## src/rtl/audio_pkg.sv

```systemverilog
// Shared audio-path types and constants for the channel strip.
// Used by the highpass, EQ, gain and limiter stages.
//   sample_t   : signed 16-bit audio sample
//   gain_t     : 17-bit unsigned Q1.15 gain, ONE = 32768
//   PHASES     : clocks per audio sample on clk_144
package audio_pkg;

   typedef logic signed [15:0] sample_t;
   typedef logic [16:0]        gain_t;

   localparam gain_t   GAIN_ONE   = 17'd32768;
   localparam sample_t SAMPLE_MAX = 16'sd32767;
   localparam int      PHASES     = 3;

endpackage

```

## src/rtl/limiter_if.sv

```systemverilog
// Sample-stream and control bundle of the limiter stage.
//   enable     : 1 = limiting active, 0 = unity-gain pass-through
//   thresh     : threshold select, T = 32767 >> thresh
//   limiterIn  : signed sample from the highpass stage
//   limiterOut : signed limited sample
//   gainRed    : gain-reduction meter for the UI/LED path
// master = upstream/control side, slave = the limiter itself.
interface limiter_if;
   import audio_pkg::*;

   logic       enable;
   logic [2:0] thresh;
   sample_t    limiterIn;
   sample_t    limiterOut;
   logic [7:0] gainRed;

   modport master (
      output enable,
      output thresh,
      output limiterIn,
      input  limiterOut,
      input  gainRed
   );

   modport slave (
      input  enable,
      input  thresh,
      input  limiterIn,
      output limiterOut,
      output gainRed
   );

endinterface

```

## src/rtl/sample_phase_ctr.sv

```systemverilog
// Free-running mod-PHASES counter marking the clock slots of one audio sample.
//   clk   : sample-rate-multiple clock
//   rst_n : asynchronous active-low reset, phase restarts at 0 on release
//   phase : current slot, 0 .. PHASES-1
module sample_phase_ctr
   import audio_pkg::*;
(
   input  logic       clk,
   input  logic       rst_n,
   output logic [1:0] phase
);

   // Advance the slot every clock, wrapping after the last one.
   always_ff @(posedge clk or negedge rst_n) begin
      if (!rst_n) begin
         phase <= 2'd0;
      end else if (phase == 2'(PHASES - 1)) begin
         phase <= 2'd0;
      end else begin
         phase <= phase + 2'd1;
      end
   end

endmodule

```

## src/rtl/limiter.sv

```systemverilog
// Feedback peak limiter: scales each sample by a smoothed gain that is pulled
// down while the output exceeds the threshold and released back towards unity.
//   clk_144 : system clock, 3 cycles per 48 kHz sample
//   reset_n : asynchronous active-low reset
//   bus     : limiter_if.slave (enable, thresh, limiterIn, limiterOut, gainRed)
// Slot 0 captures the input, slot 1 multiplies, slot 2 publishes the output
// and updates the gain, so the new gain applies from the next sample.
module limiter
   import audio_pkg::*;
#(
   parameter int ATTACK_SHIFT  = 4,
   parameter int RELEASE_SHIFT = 10,
   parameter int GAIN_MIN      = 4096
)(
   input  logic      clk_144,
   input  logic      reset_n,
   limiter_if.slave  bus
);

   logic [1:0] phase;
   sample_t    x_reg;
   sample_t    y_reg;
   sample_t    out_reg;
   gain_t      gain;
   logic [7:0] gain_red;

   sample_t    y_next;
   logic [15:0] mag;
   logic [15:0] thr;
   gain_t      headroom;
   gain_t      gain_dec;
   gain_t      gain_att;
   gain_t      gain_step;
   gain_t      gain_rel;
   gain_t      gain_next;
   logic [9:0] meter_raw;
   logic [7:0] meter_next;

   sample_phase_ctr u_phase (
      .clk   (clk_144),
      .rst_n (reset_n),
      .phase (phase)
   );

   // Datapath: multiply, magnitude, threshold decode and next gain/meter.
   always_comb begin
      // Signed sample times unsigned gain; |result| <= 2^15 because gain <= ONE.
      y_next = 16'((33'(x_reg) * 33'($signed({1'b0, gain}))) >>> 15);

      // |y| with -32768 folded onto 32767 so it never exceeds the top threshold.
      if (y_reg == 16'sh8000) begin
         mag = 16'd32767;
      end else if (y_reg[15]) begin
         mag = 16'(-y_reg);
      end else begin
         mag = 16'(y_reg);
      end

      thr      = $unsigned(SAMPLE_MAX) >> bus.thresh;
      headroom = GAIN_ONE - gain;

      gain_dec = gain - (gain >> ATTACK_SHIFT);
      gain_att = (gain_dec < 17'(GAIN_MIN)) ? 17'(GAIN_MIN) : gain_dec;

      // Minimum step of 1 lets the release land exactly on ONE.
      gain_step = headroom >> RELEASE_SHIFT;
      gain_rel  = gain + ((gain_step == 17'd0) ? 17'd1 : gain_step);

      if (!bus.enable) begin
         gain_next = GAIN_ONE;
      end else if (mag > thr) begin
         gain_next = gain_att;
      end else if (gain < GAIN_ONE) begin
         gain_next = gain_rel;
      end else begin
         gain_next = gain;
      end

      meter_raw  = 10'((GAIN_ONE - gain_next) >> 7);
      meter_next = (meter_raw > 10'd255) ? 8'd255 : meter_raw[7:0];
   end

   // Per-slot register updates of the sample pipeline and gain state.
   always_ff @(posedge clk_144 or negedge reset_n) begin
      if (!reset_n) begin
         x_reg    <= 16'sd0;
         y_reg    <= 16'sd0;
         out_reg  <= 16'sd0;
         gain     <= GAIN_ONE;
         gain_red <= 8'd0;
      end else begin
         case (phase)
            2'd0: begin
               x_reg <= bus.limiterIn;
            end
            2'd1: begin
               y_reg <= y_next;
            end
            2'd2: begin
               out_reg  <= y_reg;
               gain     <= gain_next;
               gain_red <= meter_next;
            end
            default: begin
               x_reg <= x_reg;
            end
         endcase
      end
   end

   assign bus.limiterOut = out_reg;
   assign bus.gainRed    = gain_red;

endmodule

```

## src/flat_wrapper.sv

```systemverilog
// flat-port wrapper written by rule: the top's interface ports become plain ports
module limiter_flat import audio_pkg::*;
#(
   parameter int ATTACK_SHIFT  = 4,
   parameter int RELEASE_SHIFT = 10,
   parameter int GAIN_MIN      = 4096
)
  (clk_144, reset_n, bus_enable, bus_thresh, bus_limiterIn, bus_limiterOut, bus_gainRed);
  limiter_if bus_i ();
  input  logic clk_144;
  input  logic reset_n;
  input wire logic [$bits(bus_i.enable)-1:0] bus_enable;
  input wire logic [$bits(bus_i.thresh)-1:0] bus_thresh;
  input wire logic [$bits(bus_i.limiterIn)-1:0] bus_limiterIn;
  output wire logic [$bits(bus_i.limiterOut)-1:0] bus_limiterOut;
  output wire logic [$bits(bus_i.gainRed)-1:0] bus_gainRed;
  assign bus_i.enable = bus_enable;
  assign bus_i.thresh = bus_thresh;
  assign bus_i.limiterIn = bus_limiterIn;
  assign bus_limiterOut = bus_i.limiterOut;
  assign bus_gainRed = bus_i.gainRed;
  limiter #(.ATTACK_SHIFT(ATTACK_SHIFT), .RELEASE_SHIFT(RELEASE_SHIFT), .GAIN_MIN(GAIN_MIN)) u_core (.clk_144(clk_144), .reset_n(reset_n), .bus(bus_i));
endmodule
```

## config.mk

```make
export PLATFORM = sky130hd
export DESIGN_NAME = limiter_flat
export DESIGN_NICKNAME = d
export VERILOG_FILES = /design/src/rtl/audio_pkg.sv /design/src/rtl/limiter_if.sv /design/src/rtl/sample_phase_ctr.sv /design/src/rtl/limiter.sv /design/src/flat_wrapper.sv
export SDC_FILE = /design/constraint.sdc
export NUM_CORES = 1
export LEC_CHECK = 0
export CAP_MARGIN = 40
export CORE_ASPECT_RATIO = 1.75
export CORE_MARGIN = 1.5
export CORE_UTILIZATION = 31
export DETAILED_ROUTE_END_ITERATION = 7
export GPL_ROUTABILITY_DRIVEN = 1
export PLACE_DENSITY_LB_ADDON = 0.12
export SYNTH_ARGS = -nofsm -noshare
export SYNTH_HDL_FRONTEND = slang
export SYNTH_SLANG_ARGS = --single-unit
```

## constraint.sdc

```tcl
create_clock -name clk_144 -period 8.3 [get_ports clk_144]
set_clock_uncertainty 0.1 [all_clocks]
set_input_delay 2.49 -clock clk_144 [delete_from_list [all_inputs] [get_ports clk_144]]
set_output_delay 2.49 -clock clk_144 [all_outputs]
set_load 0.01 [all_outputs]
```

==> results.py <==
metrics = {
    "route": {
        "wire_per_inst_um": 19.5,
        "antenna_left": 0,
        "route.detailed.drc": 0,
        "vias_per_cell": 4.98,
        "vias": 10900,
        "drt_wl_total_um": 42500,
        "drt_iter0_drc": 475,
        "drtPass1Iterations": 5,
    },
    "timing": {
        "grt_setup_unrepaired": "false",
        "setup_viol": 0,
        "drv_slew": 0,
        "layout_min_cycle_time_ps": 6970,
        "hold_viol": 0,
        "max_slew_margin": 0.409,
        "tns_ps": 0,
        "max_freq_mhz": 144,
        "timing.final.ws_setup_ps": 1330,
        "worst_slew_pin_slew_ps": 887,
        "min_period_over_period": 0.839,
    },
    "worst_setup_path": {
        "path_class": "flip-flop to flip-flop",
        "endpoint_kind": "flip-flop",
        "crit_top_cell": "fa_1",
        "arrival_ps": 7150,
        "path_buf_inv": 6,
        "path_delay_family": "adder cells",
        "crit_fanout": 18,
        "cp-start-kind": "flip-flop",
        "max_stage_delay_ps": 840,
        "required_ps": 8480,
        "critical-path-slowest-cell": "dfrtp_1",
    },
    "layout": {
        "fin_nets": 1967,
        "largest_reg_flops": 17,
        "nFillCells": 4662,
        "regArea_um2": 1880,
        "area_growth_pct": 9.86,
        "top_register": "u_core.gain",
        "design_area_um2": 15300,
        "antennaDiodeCount": 0,
        "multiInputGateArea_um2": 10700,
        "drive_gt1_frac": 0.0603,
        "finalNonFillerCells": 2181,
    },
    "clock_tree": {
        "ctsResizeCount": 0,
        "clk_latency_ps": 370,
        "htree_num_levels": 3,
        "cts_tree": "built",
        "clockBufferDepth": 2,
        "path_clk_slew_ps": 70,
        "cts_buffers": 9,
        "holdBufCountCts": 0,
        "post_cts_buffers": 0,
        "cts_sinks": 75,
        "cts-root-buf": "clkbuf_16",
    },
    "logic_synthesis": {
        "ys_top_cells_by_area": "fa_1 30%, dfrtp_1 13%, ha_1 12%, inv_1 7.6%, nand2_1 6.7%",
        "ys_seq_area_frac": 0.135,
        "synth_most_common_cell": "inv_1",
        "synth_top_cells_by_count": "282 x inv_1, 250 x nand2_1, 209 x fa_1, 133 x and2_1, 131 x ha_1",
        "synth_top_cell_by_area": "fa_1",
        "syn_avg_cell_area_um2": 8.74,
        "synth-seq-cells": 75,
        "dominantRegCellSynth": "dfrtp_1",
        "syn_area_um2": 14000,
        "yosys_warnings": 0,
        "synth_edf_count": 0,
        "synth_top_area_frac": 0.300,
        "syn_nets": 1958,
        "ys_types": 86,
        "syn_inst": 1596,
        "synthArstFlopShare": 1.00,
    },
    "floorplan": {
        "ioPinCount": 46,
        "coreArea_um2": 44300,
        "initial_core_util": 0.315,
        "die_h_um": 284,
        "num_rows": 102,
        "dieWidth_um": 163,
        "die_area_um2": 46300,
    },
    "placement": {
        "dp_worst_setup_slack_ps": 1190,
        "place_congestion": 0.847,
        "place_inst": 2166,
        "placed_cell_area_um2": 15000,
        "dp_hpwl_um": 34200,
        "io_buffers": 45,
    },
    "grt": {
        "antenna_found_initial": 0,
        "grt_pass1_vias": 12000,
        "grt_max_degree": 56,
        "grt_pass1_wl_um": 68000,
        "grtUsageTotal": 0.195,
        "grt_overflow_total": 0,
    },
    "status": {
        "status": "finished clean",
    },
    "min_path": {
        "hold_class": "flip-flop to flip-flop",
    },
    "run": {
        "cap_violations": 0,
    },
}
## per-stage QoR
step | utilization | hold slack (ps)
global placement | 0.339 | 360
finish | 0.346 | 376
global route | 0.346 | 404
floorplan | - | 392
detailed placement | 0.340 | 362
CTS | 0.346 | 380
## routing by layer
layer / global-route usage / up-vias / share of wire
li1: - / 5060 / -
met1: 0.209 / 5582 / 0.37
met2: 0.380 / 153 / 0.58
met3: 0.0181 / 63 / 0.017
met4: 0.0775 / 0 / 0.037
met5: 0 / - / 0
## cell usage in the layout, fill, tap and decap left out, types with 5 or more instances in the layout
master,count
a211oi_1,6
a21o_1,13
a21oi_1,28
a31oi_1,10
and2_1,133
and3_1,13
buf_4,27
clkbuf_16,9
clkdlybuf4s50_1,44
dfrtp_1,74
fa_1,209
ha_1,131
inv_1,282
mux2_2,16
nand2_1,250
nand2b_1,12
nand3_1,24
nand4_1,6
nor2_1,47
nor3_1,21
nor4_1,11
o211ai_1,5
o21a_1,10
o21ai_0,50
o21bai_1,5
o31ai_1,8
xnor2_1,39
xor2_1,17
## worst reg2reg max path: cells and delay by family, from the launching register on
family,cells,cell delay [ps]
adders and majority gates,7,3490
AOI/OAI and AO/OA,7,1390
DFF,1,840
buffers and inverters,6,520
and+or+nand+nor,4,420
xor gates and xnor gates,1,120
## logic make-up after synthesis
group | after synthesis | share of synthesized area
compound gates | 193 | 0.0988
simple gates | 550 | 0.195
xor+xnor | 58 | 0.0375
flops | 75 | 0.135
buf+inv | 358 | 0.0978
fa+ha+maj | 340 | 0.417
mux | 22 | 0.0190
## area by class of cell
cell class / count / share of cell area
Multi-Input combinational cell: 1163 / 0.699
Tap cell: 572 / 0.0467
Sequential cell: 75 / 0.123
Clock inverter: 6 / 0.00375
Inverter: 282 / 0.0691
Timing Repair Buffer: 74 / 0.0442
Clock buffer: 9 / 0.0147
## path summary, 6_finish.rpt
check                                         start                         to  slack [ps]  depth (start not counted)
setup / recovery                    u_core.x_reg[6]           u_core.y_reg[13]        1330                         25
hold / removal             u_core.bus.limiterOut[4]   u_core.bus.limiterOut[4]         380                          2
setup reg to reg                    u_core.x_reg[6]           u_core.y_reg[13]        1330                         25
hold reg to reg            u_core.bus.limiterOut[4]   u_core.bus.limiterOut[4]         380                          2
max in group asynchronous                   reset_n            u_core.x_reg[3]        5100                          2
min in group asynchronous                   reset_n  u_core.bus.limiterOut[15]        1890                          1
Power is not shown: default switching activity piles up to over one toggle a cycle in this logic, so the estimate is an artifact.
